===== config.mk =====
export PLATFORM = sky130hd
export DESIGN_NAME = i2c_slave_responder
export DESIGN_NICKNAME = d
export VERILOG_FILES = /design/src/rtl/i2c_slave_responder.sv
export SDC_FILE = /design/constraint.sdc
export NUM_CORES = 1
export LEC_CHECK = 0
export ABC_CLOCK_PERIOD_IN_PS = 3200
export BUFFER_PORTS_ARGS = -buffer_cell sky130_fd_sc_hd__buf_4
export CAP_MARGIN = 0
export CORE_ASPECT_RATIO = 0.9
export CORE_MARGIN = 10
export CORE_UTILIZATION = 40
export DETAILED_ROUTE_END_ITERATION = 10
export GPL_ROUTABILITY_DRIVEN = 0
export GPL_TIMING_DRIVEN = 0
export HOLD_SLACK_MARGIN = 0.12
export PLACE_DENSITY = 0.63
export SLEW_MARGIN = 10
export SYNTH_ARGS = -nofsm -noshare
export SYNTH_HDL_FRONTEND = slang
export SYNTH_SLANG_ARGS = --single-unit
export TNS_END_PERCENT = 10

===== constraint.sdc =====
create_clock -name clk_i -period 3.2 [get_ports clk_i]
set_input_delay 0.64 -clock clk_i [delete_from_list [all_inputs] [get_ports clk_i]]
set_output_delay 0.64 -clock clk_i [all_outputs]
set_load 0.01 [all_outputs]

===== src/rtl/i2c_slave_responder.sv =====
// ============================================================================
// i2c_slave_responder : I2C slave register target (pointer/burst write/read)
// Rev 1.0
// ============================================================================
`default_nettype none

module i2c_slave_responder #(
  parameter logic [6:0] SLAVE_ADDR = 7'h22,
  parameter int         MEM_DEPTH  = 16,
  localparam int        PTR_W      = $clog2(MEM_DEPTH)
) (
  input  logic             clk_i,
  input  logic             rst_i,
  input  logic             scl_i,
  input  logic             sda_i,
  output logic             scl_o,
  output logic             sda_o,
  output logic             wr_valid_o,
  output logic [PTR_W-1:0] wr_addr_o,
  output logic [7:0]       wr_data_o,
  output logic             busy_o,
  output logic             sel_o
);

  typedef enum logic [3:0] {
    S_IDLE     = 4'd0,
    S_ADDR     = 4'd1,
    S_ADDR_ACK = 4'd2,
    S_IGNORE   = 4'd3,
    S_PTR      = 4'd4,
    S_PTR_ACK  = 4'd5,
    S_WR_BYTE  = 4'd6,
    S_WR_ACK   = 4'd7,
    S_RD_BYTE  = 4'd8,
    S_RD_ACK   = 4'd9
  } state_t;

  state_t           state_q;
  logic             scl_meta_q, scl_sync_q, scl_prev_q;
  logic             sda_meta_q, sda_sync_q, sda_prev_q;
  logic [7:0]       shift_q;
  logic [3:0]       bit_cnt_q;
  logic [PTR_W-1:0] ptr_q;
  logic             rw_q;
  logic             ack_on_q;
  logic             sda_q;
  logic             wr_valid_q;
  logic [PTR_W-1:0] wr_addr_q;
  logic [7:0]       wr_data_q;
  logic             busy_q;
  logic             sel_q;
  logic [7:0]       mem_q [MEM_DEPTH];

  logic       scl_rise, scl_fall, start_det, stop_det;
  logic [7:0] rx_byte, rd_byte;

  assign scl_rise  = scl_sync_q & ~scl_prev_q;
  assign scl_fall  = ~scl_sync_q & scl_prev_q;
  assign start_det = scl_sync_q & scl_prev_q & sda_prev_q & ~sda_sync_q;
  assign stop_det  = scl_sync_q & scl_prev_q & ~sda_prev_q & sda_sync_q;
  assign rx_byte   = {shift_q[6:0], sda_sync_q};
  assign rd_byte   = mem_q[ptr_q];

  assign scl_o      = 1'b1;
  assign sda_o      = sda_q;
  assign wr_valid_o = wr_valid_q;
  assign wr_addr_o  = wr_addr_q;
  assign wr_data_o  = wr_data_q;
  assign busy_o     = busy_q;
  assign sel_o      = sel_q;

  always_ff @(posedge clk_i or negedge rst_i) begin
    if (!rst_i) begin
      state_q    <= S_IDLE;
      scl_meta_q <= 1'b1;
      scl_sync_q <= 1'b1;
      scl_prev_q <= 1'b1;
      sda_meta_q <= 1'b1;
      sda_sync_q <= 1'b1;
      sda_prev_q <= 1'b1;
      shift_q    <= 8'h00;
      bit_cnt_q  <= 4'd0;
      ptr_q      <= '0;
      rw_q       <= 1'b0;
      ack_on_q   <= 1'b0;
      sda_q      <= 1'b1;
      wr_valid_q <= 1'b0;
      wr_addr_q  <= '0;
      wr_data_q  <= 8'h00;
      busy_q     <= 1'b0;
      sel_q      <= 1'b0;
      for (int i = 0; i < MEM_DEPTH; i++) begin
        mem_q[i] <= 8'h00;
      end
    end else begin
      scl_meta_q <= scl_i;
      scl_sync_q <= scl_meta_q;
      scl_prev_q <= scl_sync_q;
      sda_meta_q <= sda_i;
      sda_sync_q <= sda_meta_q;
      sda_prev_q <= sda_sync_q;
      wr_valid_q <= 1'b0;

      // Bus conditions override any data edge seen in the same cycle.
      if (start_det) begin
        state_q   <= S_ADDR;
        busy_q    <= 1'b1;
        sel_q     <= 1'b0;
        bit_cnt_q <= 4'd0;
        ack_on_q  <= 1'b0;
        sda_q     <= 1'b1;
      end else if (stop_det) begin
        state_q  <= S_IDLE;
        busy_q   <= 1'b0;
        sel_q    <= 1'b0;
        ack_on_q <= 1'b0;
        sda_q    <= 1'b1;
      end else begin
        case (state_q)
          S_ADDR: begin
            if (scl_rise) begin
              shift_q   <= rx_byte;
              bit_cnt_q <= bit_cnt_q + 4'd1;
              if (bit_cnt_q == 4'd7) begin
                bit_cnt_q <= 4'd0;
                if (shift_q[6:0] == SLAVE_ADDR) begin
                  sel_q   <= 1'b1;
                  rw_q    <= sda_sync_q;
                  state_q <= S_ADDR_ACK;
                end else begin
                  state_q <= S_IGNORE;
                end
              end
            end
          end

          S_PTR, S_WR_BYTE: begin
            if (scl_rise) begin
              shift_q   <= rx_byte;
              bit_cnt_q <= bit_cnt_q + 4'd1;
              if (bit_cnt_q == 4'd7) begin
                bit_cnt_q <= 4'd0;
                if (state_q == S_PTR) begin
                  ptr_q   <= rx_byte[PTR_W-1:0];
                  state_q <= S_PTR_ACK;
                end else begin
                  mem_q[ptr_q] <= rx_byte;
                  wr_valid_q   <= 1'b1;
                  wr_addr_q    <= ptr_q;
                  wr_data_q    <= rx_byte;
                  ptr_q        <= ptr_q + PTR_W'(1);
                  state_q      <= S_WR_ACK;
                end
              end
            end
          end

          // First fall pulls sda low for the ACK slot, second fall ends it.
          S_ADDR_ACK, S_PTR_ACK, S_WR_ACK: begin
            if (scl_fall) begin
              if (!ack_on_q) begin
                sda_q    <= 1'b0;
                ack_on_q <= 1'b1;
              end else begin
                ack_on_q  <= 1'b0;
                bit_cnt_q <= 4'd0;
                sda_q     <= 1'b1;
                if (state_q == S_ADDR_ACK && rw_q) begin
                  shift_q   <= rd_byte;
                  sda_q     <= rd_byte[7];
                  bit_cnt_q <= 4'd1;
                  state_q   <= S_RD_BYTE;
                end else if (state_q == S_ADDR_ACK) begin
                  state_q <= S_PTR;
                end else begin
                  state_q <= S_WR_BYTE;
                end
              end
            end
          end

          S_RD_BYTE: begin
            if (scl_fall) begin
              if (bit_cnt_q == 4'd0) begin
                shift_q   <= rd_byte;
                sda_q     <= rd_byte[7];
                bit_cnt_q <= 4'd1;
              end else if (bit_cnt_q < 4'd8) begin
                shift_q   <= {shift_q[6:0], 1'b0};
                sda_q     <= shift_q[6];
                bit_cnt_q <= bit_cnt_q + 4'd1;
              end else begin
                sda_q   <= 1'b1;
                ptr_q   <= ptr_q + PTR_W'(1);
                state_q <= S_RD_ACK;
              end
            end
          end

          S_RD_ACK: begin
            if (scl_rise) begin
              bit_cnt_q <= 4'd0;
              state_q   <= sda_sync_q ? S_IGNORE : S_RD_BYTE;
            end
          end

          default: begin
            sda_q <= 1'b1;
          end
        endcase
      end
    end
  end

endmodule

`default_nettype wire


-- After elaboration in Yosys (flattened, before gate mapping)
Cells that the tools add are included.
- register bits: 171
- input port bits: 4
- word-level logic and storage cells: 198
- output and inout port bits: 17
- muxes and demuxes: 79
- magnitude comparators: 3
- reductions and logical operators: 27
- bitwise gates (word level): 15
- eq/ne operators: 38
- $add $sub $neg: 2
- operators by type and width (kind ; count):
    128-bit bitwise mux ; 1
    4-bit two-way mux ; 30
    7-bit two-way mux ; 7
    4-bit != test, second input constant ; 11
    8-bit binary-select mux with 4-bit select ; 1
    8-bit demux with 4-bit select ; 1
    1-bit two-way mux ; 29
    8-bit two-way mux ; 3
    7-bit one-hot mux with 3 select lines ; 1
    3-bit nonzero test ; 7
    4-bit by 3-bit equality test with 1-bit output, second input constant ; 5
    4-bit one-hot mux with 5 select lines ; 1
    2-bit != test, second input constant ; 9
    4-bit one-hot mux with 4 select lines ; 1
    8-bit AND reduction ; 2
    3-bit != test, second input constant ; 5
    6-bit AND reduction ; 2
    11-bit AND reduction ; 1
    9-bit AND reduction ; 1
    4-bit by 1-bit adder with 4-bit output, second input constant ; 2
    4-bit equality test, second input constant ; 2
    4-bit one-hot mux with 2 select lines ; 1
    1-bit bitwise AND ; 7
    7-bit by 6-bit equality test with 1-bit output, second input constant ; 1
    22 further kinds ; 33

-- Depth between registers and ports, before layout
Gate-level depths: netlist of the first run.
- depth in word-level cells: 10
- gate-level depth with buffers: 9
- depth with buffers taken out: 8

-- Worst setup path before layout of the first run
OpenSTA, ideal clock, no wires.
- path type: register to register
- start point: reg ptr_q[1]
- end point: reg mem_q[112] (netlist name)
- data required time: 3.075 ns
- buffers on the path: 3
- clock period less this slack: 2.327 ns
- setup time: 0.125 ns
- arrival time: 2.202 ns
- slack: 0.873 ns
- stages on the path, launching flop included: 9
- path through: dfrtp_1 clkbuf_1 clkbuf_1 inv_1 buf_1 ha_1 nand2_2 nor3_4 mux2_2
- cells in the longest elaborated chain, start to end: 6
- elaborated cells on any way between the ends: 7
- classes of those cells: 2 x order compare; 3 x mux; 1 x bitwise; 1 x reduce/logical
- RTL lines (what ; RTL line ; text):
    from (decl) ; 43 ; logic [PTR_W-1:0] ptr_q;
    from (signal assigned) ; 144 ; ptr_q <= rx_byte[PTR_W-1:0];
    from (signal assigned) ; 151 ; ptr_q <= ptr_q + PTR_W'(1);
    from (signal assigned) ; 194 ; ptr_q <= ptr_q + PTR_W'(1);
    4-bit inverter with 5-bit output (implied by the code) * ; 147 ; mem_q[ptr_q] <= rx_byte;
    5-bit greater-or-equal comparator (implied by the code) / 5-bit by 1-bit less-than comparator with 1-bit output (equally long branches) ; 147 ;
    1-bit logical AND (implied by the code) ; 147 ;
    8-bit two-way mux (implied by the code) ; 147 ;
    8-bit demux with 4-bit select * ; 147 ;
    128-bit bitwise mux * ; 147 ;
    to (signal, indexed assignment) ; 147 ;
    to (decl) ; 52 ; logic [7:0] mem_q [MEM_DEPTH];
Mark *: on every way between the ends. The rest lies on a longest branch, timed or not.
A chain may end at the register's enable or synchronous reset.

-- Final worst setup path of the first run
- start point: reg ptr_q[1]
- end point: reg mem_q[82] (netlist name)
The elaborated chain is that of the path after synthesis.

==> out/results.tsv, run 1 <==
metric	value	unit
outcome	finished clean	
CTS clock-pin slew for the worst setup and hold paths	70	ps
initial antenna violation count	0	
pwr/cell area	593	mW/mm^2
most common cell after layout, fill and taps aside	dfrtp_1	
Core Box Area	0.0208	sq mm
Non-Filler Instances	1005	
maximum clock path buffer count	2	
Achievable Freq	360	MHz
number of nets in the layout	716	
Seq cells post-synth	171	
DIE HEIGHT	158	um
final setup fails	0	
Unique masters post-synth	62	
first-pass GRT wire length	33.0	mm
cts hold-fix bufs	0	
Skew-Pair Late Insertion Delay	430	ps
Least-Margin Pin Slew	752	ps
ANT nets after route	0	
GRT Total Usage	15.4	%
Crit path largest cell delay	480	ps
crit-path leading delay family	buffers and inverters	
period utilization	86.8	%
Total Power	5.68	mW
n_diodes	0	
RSZ-0062 raised after global routing	false	
Leak	4.41	nW
syn avg cell area	12.6	sq um
WL final	20.3	mm
pin count of the biggest net entering global routing	92	
Buffers on Ports	19	
clock buffer count from CTS	17	
YS warnings	0	
Slew Viols, Final	0	
worst r2r src	ptr_q[1]	
Max Cap Viol	0	
DRC viols	0	
worst setup path category	reg -> reg	
Initial Utilization	40.7	%
Setup WS post-layout	422	ps
dpl ws	-44.1	ps
CTS tree	done	
full die area	0.0273	sq mm
Async S/R FF share, synth	100	%
Clock Sinks	171	
sequential share of the synthesized area	50.8	%
Final Hold Fails	0	
Root Driver	clkbuf_16	
Die Width	173	um
CP bufs+invs	3	
Gate Count Post-Synth	668	
worst vdd ir	0.000312	V
WL per Instance	20.2	um
WP data required	3510	ps
area delta synth->final	13.2	%
violation count after the first detailed-route iteration	547	
post-layout minimum cycle time	2780	ps
post-synth net total	678	
drt pass-1 iters	5	
crit path from	ptr_q[1]	
Placed Instance Area	0.00898	sq mm
CP endpoint kind	flop	
Cells after DPL	974	
H-tree Lvls	4	
Max Clock Skew	9.23	ps
GRT overflow	0	
Slowest-stage cell, CP	clkbuf_1	
vias in the first global route	5924	
Setup Buffers After CTS	0	
Mapped Area	0.00845	sq mm
Post-synth EDFFs	0	
CP arrival	3090	ps
CP max FO	16	
prevailing post-synth register cell	dfrtp_1	
Vias	5640	
Relative slew margins	49.8	%
Design Area, Final	0.00957	sq mm
HP Class	in -> async	
startpoint class of the critical path	flop	
layout cells sized above 1	38.2	%
HPWL after DPL	14.1	mm
DR vias/cell	5.61	
worst-path cell chain	clkbuf_1 -> clkbuf_2 -> clkinvlp_4 -> ha_1 -> nand2_2 -> nor2_2 -> mux2_2	
most frequent cells in the layout	dfrtp_1 (164), mux2_2 (140), nand2_1 (65), clkbuf_1 (31), mux4_2 (30)	
num rows	50	
# IOs	21	
registers in the layout, summed over array words and instances (netlist names), 4 cells and up:
register,count
mem_q,128
wr_data_o,8
shift_q,7
bit_cnt_q,4
ptr_q,4
state_q,4
wr_addr_o,4
metrics by stage:
stage	util, %	hold WS (ps)	setup TNS [ps]
final	46.1	219	0
after global routing	46.1	267	0
after CTS	46.0	265	0
after detailed placement	43.3	347	-606
after global placement	43.1	348	-885
after floorplan	-	344	0
report_power, final:
group          internal (mW)  switching, mW  leakage, nW
Clock                   1.20          0.859        0.274
Sequential              2.26         0.0863         2.33
Combinational          0.391          0.880         1.80
Total                   3.85           1.83         4.41
layer usage:
metal  vias to the layer above  part of all wire (%)  global-route usage (%)
li1                       2494                     -                       -
met1                      2940                    47                    21.0
met2                       180                    46                    24.7
met3                        26                   5.4                    3.33
met4                         0                   1.3                    3.49
met5                         -                     0                       0
worst paths after layout:
path | cells past startpoint | endpoint | slack, ps
max | 7 | mem_q[82] | 420
min | 1 | bit_cnt_q[3] | 220
max reg2reg | 7 | mem_q[82] | 420
min reg2reg | 0 | scl_sync_q | 360
max in group asynchronous | 2 | sda_o | 2110
min in group clk_i | 1 | scl_meta_q | 320
cell families after synthesis:
group | Yosys count | share of synthesized area (%)
multiplexers | 177 | 27.5
AND/OR/NAND/NOR | 174 | 11.3
flip-flops | 171 | 50.8
AO/OA/AOI/OAI | 82 | 6.49
buffers and inverters | 55 | 2.83
adder cells (fa/ha/maj) | 6 | 0.889
XOR/XNOR | 2 | 0.207
other | 1 | 0.0444
layout make-up:
cell class,count,area [sq um]
Multi-Input combinational cell,442,3920
Clock inverter,9,114
Clock buffer,23,468
Tap cell,286,358
Fill cell,1899,11200
Buffer,47,210
Sequential cell,171,4290
Timing Repair Buffer,20,178
Inverter,7,30.0
synthesized netlist by cell type, drive strengths merged (2+ instances only):
cell / count / share of area (%)
a211oi: 5 / 0.50
a21o: 4 / 0.36
a21oi: 16 / 0.95
a221oi: 2 / 0.28
a22oi: 8 / 0.71
a31oi: 13 / 0.96
buf: 20 / 1.3
clkbuf: 28 / 1.2
dfrtp: 164 / 49
dfstp: 7 / 2.2
ha: 6 / 0.89
inv: 7 / 0.31
mux2: 141 / 19
mux2i: 6 / 0.71
mux4: 30 / 8.0
nand2: 70 / 3.3
nand2b: 10 / 0.74
nand3: 11 / 0.65
nand3b: 2 / 0.18
nand4: 3 / 0.22
nand4b: 3 / 0.31
nor2: 40 / 2.5
nor2b: 8 / 0.59
nor3: 10 / 1.2
nor3b: 3 / 0.27
nor4: 3 / 0.22
o211ai: 2 / 0.18
o21a: 2 / 0.18
o21ai: 18 / 1.1
o22a: 2 / 0.21
o31ai: 3 / 0.27
or3: 2 / 0.15
or3b: 2 / 0.21
xor2: 2 / 0.21
repair_timing:
item	in CTS	in global routing
hold endpoints to repair	0	0
resized for setup	0	3
setup endpoints to repair	41	13
gates cloned	0	0
(Power assumes the default switching activity.)
==> run 2, diff against run 1 <==
--- a/config.mk
+++ b/config.mk
@@ -8,7 +8,6 @@
 export ABC_CLOCK_PERIOD_IN_PS = 3200
 export BUFFER_PORTS_ARGS = -buffer_cell sky130_fd_sc_hd__buf_4
 export CAP_MARGIN = 0
-export CORE_ASPECT_RATIO = 0.9
 export CORE_MARGIN = 10
 export CORE_UTILIZATION = 40
 export DETAILED_ROUTE_END_ITERATION = 10
@@ -16,6 +15,7 @@
 export GPL_TIMING_DRIVEN = 0
 export HOLD_SLACK_MARGIN = 0.12
 export PLACE_DENSITY = 0.63
+export SKIP_CTS_REPAIR_TIMING = 1
 export SLEW_MARGIN = 10
 export SYNTH_ARGS = -nofsm -noshare
 export SYNTH_HDL_FRONTEND = slang
==> out/results.tsv, run 2 (same netlist as run 1, synthesis figures left out) <==
metric	value	unit	change
WP data required	3510	ps	about the same
ANT nets after route	0		unchanged
WL final	19.7	mm	-2.9%
Max Clock Skew	8.87	ps	-0.357 ps
post-layout minimum cycle time	2980	ps	+205 ps
reg2reg end	mem_q[48]		
full die area	0.0273	sq mm	about the same
Net Sw Frac	33.4	%	+1.3 points
number of nets in the layout	716		unchanged
R2R cell count	7		unchanged
Achievable Freq	335	MHz	-6.9%
worst-path cell chain	clkbuf_1 -> clkbuf_1 -> inv_1 -> ha_1 -> nand2_2 -> nor2_2 -> mux2_2		
smallest hold slack	112	ps	-107 ps
CP max FO	16		unchanged
GRT overflow	0		unchanged
Relative slew margins	45.1	%	-4.8 points
# IOs	21		unchanged
violation count after the first detailed-route iteration	422		-23%
CP arrival	3300	ps	+210 ps
CTS clock-pin slew for the worst setup and hold paths	70	ps	about the same
RSZ-0062 raised after global routing	false		
Least-Margin Pin Slew	822	ps	+69.9 ps
n_diodes	0		unchanged
reg-to-reg slack, setup	220	ps	-210 ps
pin count of the biggest net entering global routing	116		+26%
worst vdd ir	0.000359	V	+15%
clock buffer count from CTS	17		unchanged
Root Driver	clkbuf_16		
dpl ws	-22.6	ps	+21.4 ps
CP bufs+invs	3		unchanged
Initial Utilization	40.4	%	-0.23 points
first-pass GRT wire length	32.2	mm	-2.6%
Clock Sinks	171		unchanged
area delta synth->final	13.0	%	
Slew Viols, Final	0		unchanged
most common cell after layout, fill and taps aside	dfrtp_1		
Skew-Pair Late Insertion Delay	440	ps	about the same
CP dominant cell by count	clkbuf_1		
GRT Total Usage	15.1	%	-0.25 points
Reg with most FFs	mem_q		
CTS tree	done		
outcome	finished clean		
WL per Instance	19.9	um	-1.8%
Largest register FFs	128		unchanged
final setup fails	0		unchanged
DRC viols	0		unchanged
layout cells sized above 1	38.5	%	+0.28 points
most frequent cells in the layout	dfrtp_1 (164), mux2_2 (140), nand2_1 (65), mux4_2 (30), clkbuf_1 (28)		
vias in the first global route	5810		-1.9%
sequential share of power	41.5	%	about the same
Vias	5610		-0.53%
Comb pwr share	22.4	%	about the same
Slowest-stage cell, CP	inv_1		
Crit path largest cell delay	580	ps	+100 ps
Setup WS post-layout	217	ps	-205 ps
startpoint class of the critical path	flop		
Die Width	165	um	-4.5%
initial antenna violation count	0		unchanged
pwr/cell area	591	mW/mm^2	-0.33%
drt pass-1 iters	5		unchanged
crit-path leading delay family	buffers and inverters		
maximum clock path buffer count	2		unchanged
num rows	53		+6.0%
NetSw	1.89	mW	+3.5%
HPWL after DPL	13.9	mm	-1.7%
DR vias/cell	5.64		+0.57%
Max Cap Viol	0		unchanged
HP Class	in -> async		
Internal Pwr Total	3.76	mW	-2.4%
Total Power	5.65	mW	-0.53%
Buffers on Ports	19		unchanged
worst r2r src	ptr_q[1]		
Leak	4.42	nW	+0.33%
clock share of power	36.1	%	about the same
Core Box Area	0.0209	sq mm	+0.57%
H-tree Lvls	4		unchanged
CP endpoint kind	flop		
worst setup path category	reg -> reg		
DIE HEIGHT	165	um	+4.7%
Final Hold Fails	0		unchanged
period utilization	93.2	%	+6.4 points
==> run 2: cell count changes in the layout (fill, tap and decap cells not counted), sizes merged <==
cell	delta
inv	+9
clkbuf	-6
clkinvlp	-4
clkinv	+2
bufinv	-1
==> run 2: metrics by stage <==
stage,std cells,TNS [ps],instance area (sq um),utilization (%)
after floorplan,668,0,8450,-
after global placement,962,0,8930,42.8
after detailed placement,963,-95.5,8970,42.9
after CTS,995,-470,9550,45.7
after global routing,994,0,9550,45.7
final,994,0,9550,45.7
==> run 2: worst max-delay path by stage <==
stage	start	end	depth (start not counted)
floorplan	ptr_q[1]	mem_q[112]	8
global placement	ptr_q[1]	mem_q[53]	8
detailed placement	ptr_q[1]	mem_q[53]	8
CTS	ptr_q[1]	mem_q[48]	8
global route	ptr_q[1]	mem_q[92]	7
finish	ptr_q[1]	mem_q[48]	7
==> run 2: final cells by class <==
| class | count | area (sq um) |
|---|---|---|
| fillers | 1850 | 11300 |
| plain buffers | 47 | 209 |
| clock buffers | 17 | 425 |
| repair buffers | 20 | 178 |
| well taps | 275 | 344 |
| multi-input cells | 442 | 3920 |
| inverters | 7 | 26.3 |
| flip-flops and latches | 171 | 4290 |
| clock inverters | 15 | 156 |
==> run 2: power by group through the flow <==
stage / Sequential [mW] / Combinational (mW) / Clock (mW)
floorplan: 2.36 / 0.836 / 0
global placement: 2.38 / 1.20 / 0
detailed placement: 2.39 / 1.24 / 0
CTS: 2.34 / 1.24 / 2.08
global route: 2.36 / 1.38 / 2.17
finish: 2.35 / 1.26 / 2.04
==> run 2: per-layer routing <==
| layer | global-route usage (%) | part of all wire (%) |
|---|---|---|
| met5 | 0 | 0 |
| met4 | 5.19 | 1.8 |
| met3 | 3.02 | 5.0 |
| met2 | 24.9 | 49 |
| met1 | 19.5 | 44 |
==> run 3, diff against run 2 <==
--- a/config.mk
+++ b/config.mk
@@ -5,7 +5,7 @@
 export SDC_FILE = /design/constraint.sdc
 export NUM_CORES = 1
 export LEC_CHECK = 0
-export ABC_CLOCK_PERIOD_IN_PS = 3200
+export ABC_CLOCK_PERIOD_IN_PS = 3000
 export BUFFER_PORTS_ARGS = -buffer_cell sky130_fd_sc_hd__buf_4
 export CAP_MARGIN = 0
 export CORE_MARGIN = 10
==> constraint.sdc (replaced) <==
create_clock -name clk_i -period 3 [get_ports clk_i]
set_input_delay 0.6 -clock clk_i [delete_from_list [all_inputs] [get_ports clk_i]]
set_output_delay 0.6 -clock clk_i [all_outputs]
set_load 0.01 [all_outputs]
==> out/results.tsv, run 3 (same netlist as run 1, synthesis figures left out) <==
metric	value	unit	change
Largest register FFs	128		unchanged
Clock Sinks	171		unchanged
Setup WS post-layout	297	ps	+79.5 ps
worst vdd ir	0.000381	V	+6.2%
vias in the first global route	5810		unchanged
Crit path largest cell delay	560	ps	-20 ps
most common cell after layout, fill and taps aside	dfrtp_1		
most frequent cells in the layout	dfrtp_1 (164), mux2_2 (140), nand2_1 (65), mux4_2 (30), clkbuf_1 (28)		
GRT overflow	0		unchanged
Max Cap Viol	0		unchanged
worst-path cell chain	clkbuf_1 -> clkbuf_1 -> clkinvlp_4 -> buf_4 -> ha_1 -> nand2_2 -> nor2_2 -> mux2_2		
drt pass-1 iters	5		unchanged
# IOs	21		unchanged
pin count of the biggest net entering global routing	116		unchanged
period utilization	90.1	%	-3.1 points
fillcell total	1847		-0.16%
sequential share of power	41.6	%	about the same
DIE HEIGHT	165	um	unchanged
Reg with most FFs	mem_q		
initial antenna violation count	0		unchanged
CP arrival	3010	ps	-290 ps
H-tree Lvls	4		unchanged
CP max FO	10		-6
pwr/cell area	627	mW/mm^2	+6.1%
final setup fails	0		unchanged
Buffers on Ports	19		unchanged
clock buffer count from CTS	17		unchanged
HP Class	in -> reg		
CP dominant cell by count	clkbuf_1		
CTS tree	done		
Slowest-stage cell, CP	clkbuf_1		
HPWL after DPL	13.9	mm	unchanged
ANT nets after route	0		unchanged
Root Driver	clkbuf_16		
CP endpoint kind	flop		
GRT Total Usage	15.1	%	unchanged
Comb pwr share	22.3	%	about the same
WP data required	3310	ps	-200 ps
maximum clock path buffer count	2		unchanged
Initial Utilization	40.4	%	unchanged
Vias	5605		-0.089%
dpl ws	-223	ps	-200 ps
final design utilization	45.9	%	+0.21 points
Leak	4.44	nW	+0.47%
clock share of power	36.1	%	about the same
startpoint class of the critical path	flop		
Slew Viols, Final	0		unchanged
outcome	finished clean		
Least-Margin Pin Slew	821	ps	-1.11 ps
Skew-Pair Late Insertion Delay	430	ps	about the same
WL final	19.7	mm	-0.26%
violation count after the first detailed-route iteration	454		+7.6%
CP bufs+invs	4		+1
area delta synth->final	13.5	%	
post-layout minimum cycle time	2700	ps	-280 ps
num rows	53		unchanged
DR vias/cell	5.61		-0.59%
layout cells sized above 1	39.0	%	+0.42 points
RSZ-0062 raised after global routing	false		
Final Hold Fails	0		unchanged
Relative slew margins	45.1	%	+0.074 points
Net Sw Frac	33.4	%	-0.070 points
full die area	0.0273	sq mm	unchanged
worst setup path category	reg -> reg		
Core Box Area	0.0209	sq mm	unchanged
CTS clock-pin slew for the worst setup and hold paths	70	ps	about the same
Achievable Freq	370	MHz	+10%
WL per Instance	19.7	um	-0.76%
Internal Pwr Total	4.01	mW	+6.7%
first-pass GRT wire length	32.2	mm	unchanged
DRC viols	0		unchanged
NetSw	2.01	mW	+6.4%
n_diodes	0		unchanged
crit-path leading delay family	buffers and inverters		
Die Width	165	um	unchanged
Max Clock Skew	9.34	ps	+0.463 ps
number of nets in the layout	721		+0.70%
[run 3: cell types whose count changed in the layout (fill, tap and decap cells not counted)]
cell	previous run	this run
buf_4	20	24
clkinvlp_4	0	1
dlygate4sd3_1	0	1
inv_1	7	6
[run 3: layout make-up]
| class | instances | area [sq um] | share of cell area (%) |
|---|---|---|---|
| Buffer | 47 | 209 | 2.18 |
| Clock buffer | 17 | 425 | 4.44 |
| Clock inverter | 15 | 156 | 1.63 |
| Inverter | 7 | 30.0 | 0.313 |
| Multi-Input combinational cell | 442 | 3920 | 40.9 |
| Sequential cell | 171 | 4290 | 44.7 |
| Tap cell | 275 | 344 | 3.59 |
| Timing Repair Buffer | 25 | 218 | 2.27 |
[run 3: per-stage QoR]
step / cell area (sq um) / cells / hold WS [ps] / total power [mW] / TNS (ps)
2_1_floorplan: 8450 / 668 / 304 / 3.41 / 0
3_5_place_dp: 8970 / 963 / 348 / 3.86 / -9960
6_report: 9590 / 999 / 271 / 6.02 / 0
5_1_grt: 9590 / 999 / 259 / 6.31 / 0
3_3_place_gp: 8930 / 962 / 348 / 3.82 / -7120
4_1_cts: 9550 / 995 / 86.0 / 6.04 / -11240
[run 3: worst paths after layout]
check	start	slack [ps]	cells past startpoint	endpoint
max in group asynchronous	rst_i	1430	3	mem_q[89]
min reg2reg	sda_meta_q	350	0	sda_sync_q
min in group asynchronous	rst_i	670	2	wr_addr_o[1]
max	ptr_q[1]	300	8	mem_q[48]
min	scl_i	270	1	scl_meta_q
max reg2reg	ptr_q[1]	300	8	mem_q[48]
[run 3: power by group through the flow]
| stage | clock network, mW | registers (mW) | logic, mW |
|---|---|---|---|
| floorplan | 0 | 2.52 | 0.892 |
| global placement | 0 | 2.54 | 1.28 |
| detailed placement | 0 | 2.54 | 1.32 |
| CTS | 2.22 | 2.50 | 1.32 |
| global route | 2.32 | 2.51 | 1.48 |
| finish | 2.17 | 2.50 | 1.34 |
[run 3: routing by layer]
| layer | global-route usage, % | part of all wire [%] | wire [um] | vias up |
|---|---|---|---|---|
| li1 | - | - | - | 2523 |
| met1 | 19.5 | 45 | 8830 | 2909 |
| met2 | 24.9 | 49 | 9650 | 137 |
| met3 | 3.02 | 4.3 | 846 | 36 |
| met4 | 5.19 | 1.9 | 365 | 0 |
| met5 | 0 | 0 | 0 | - |
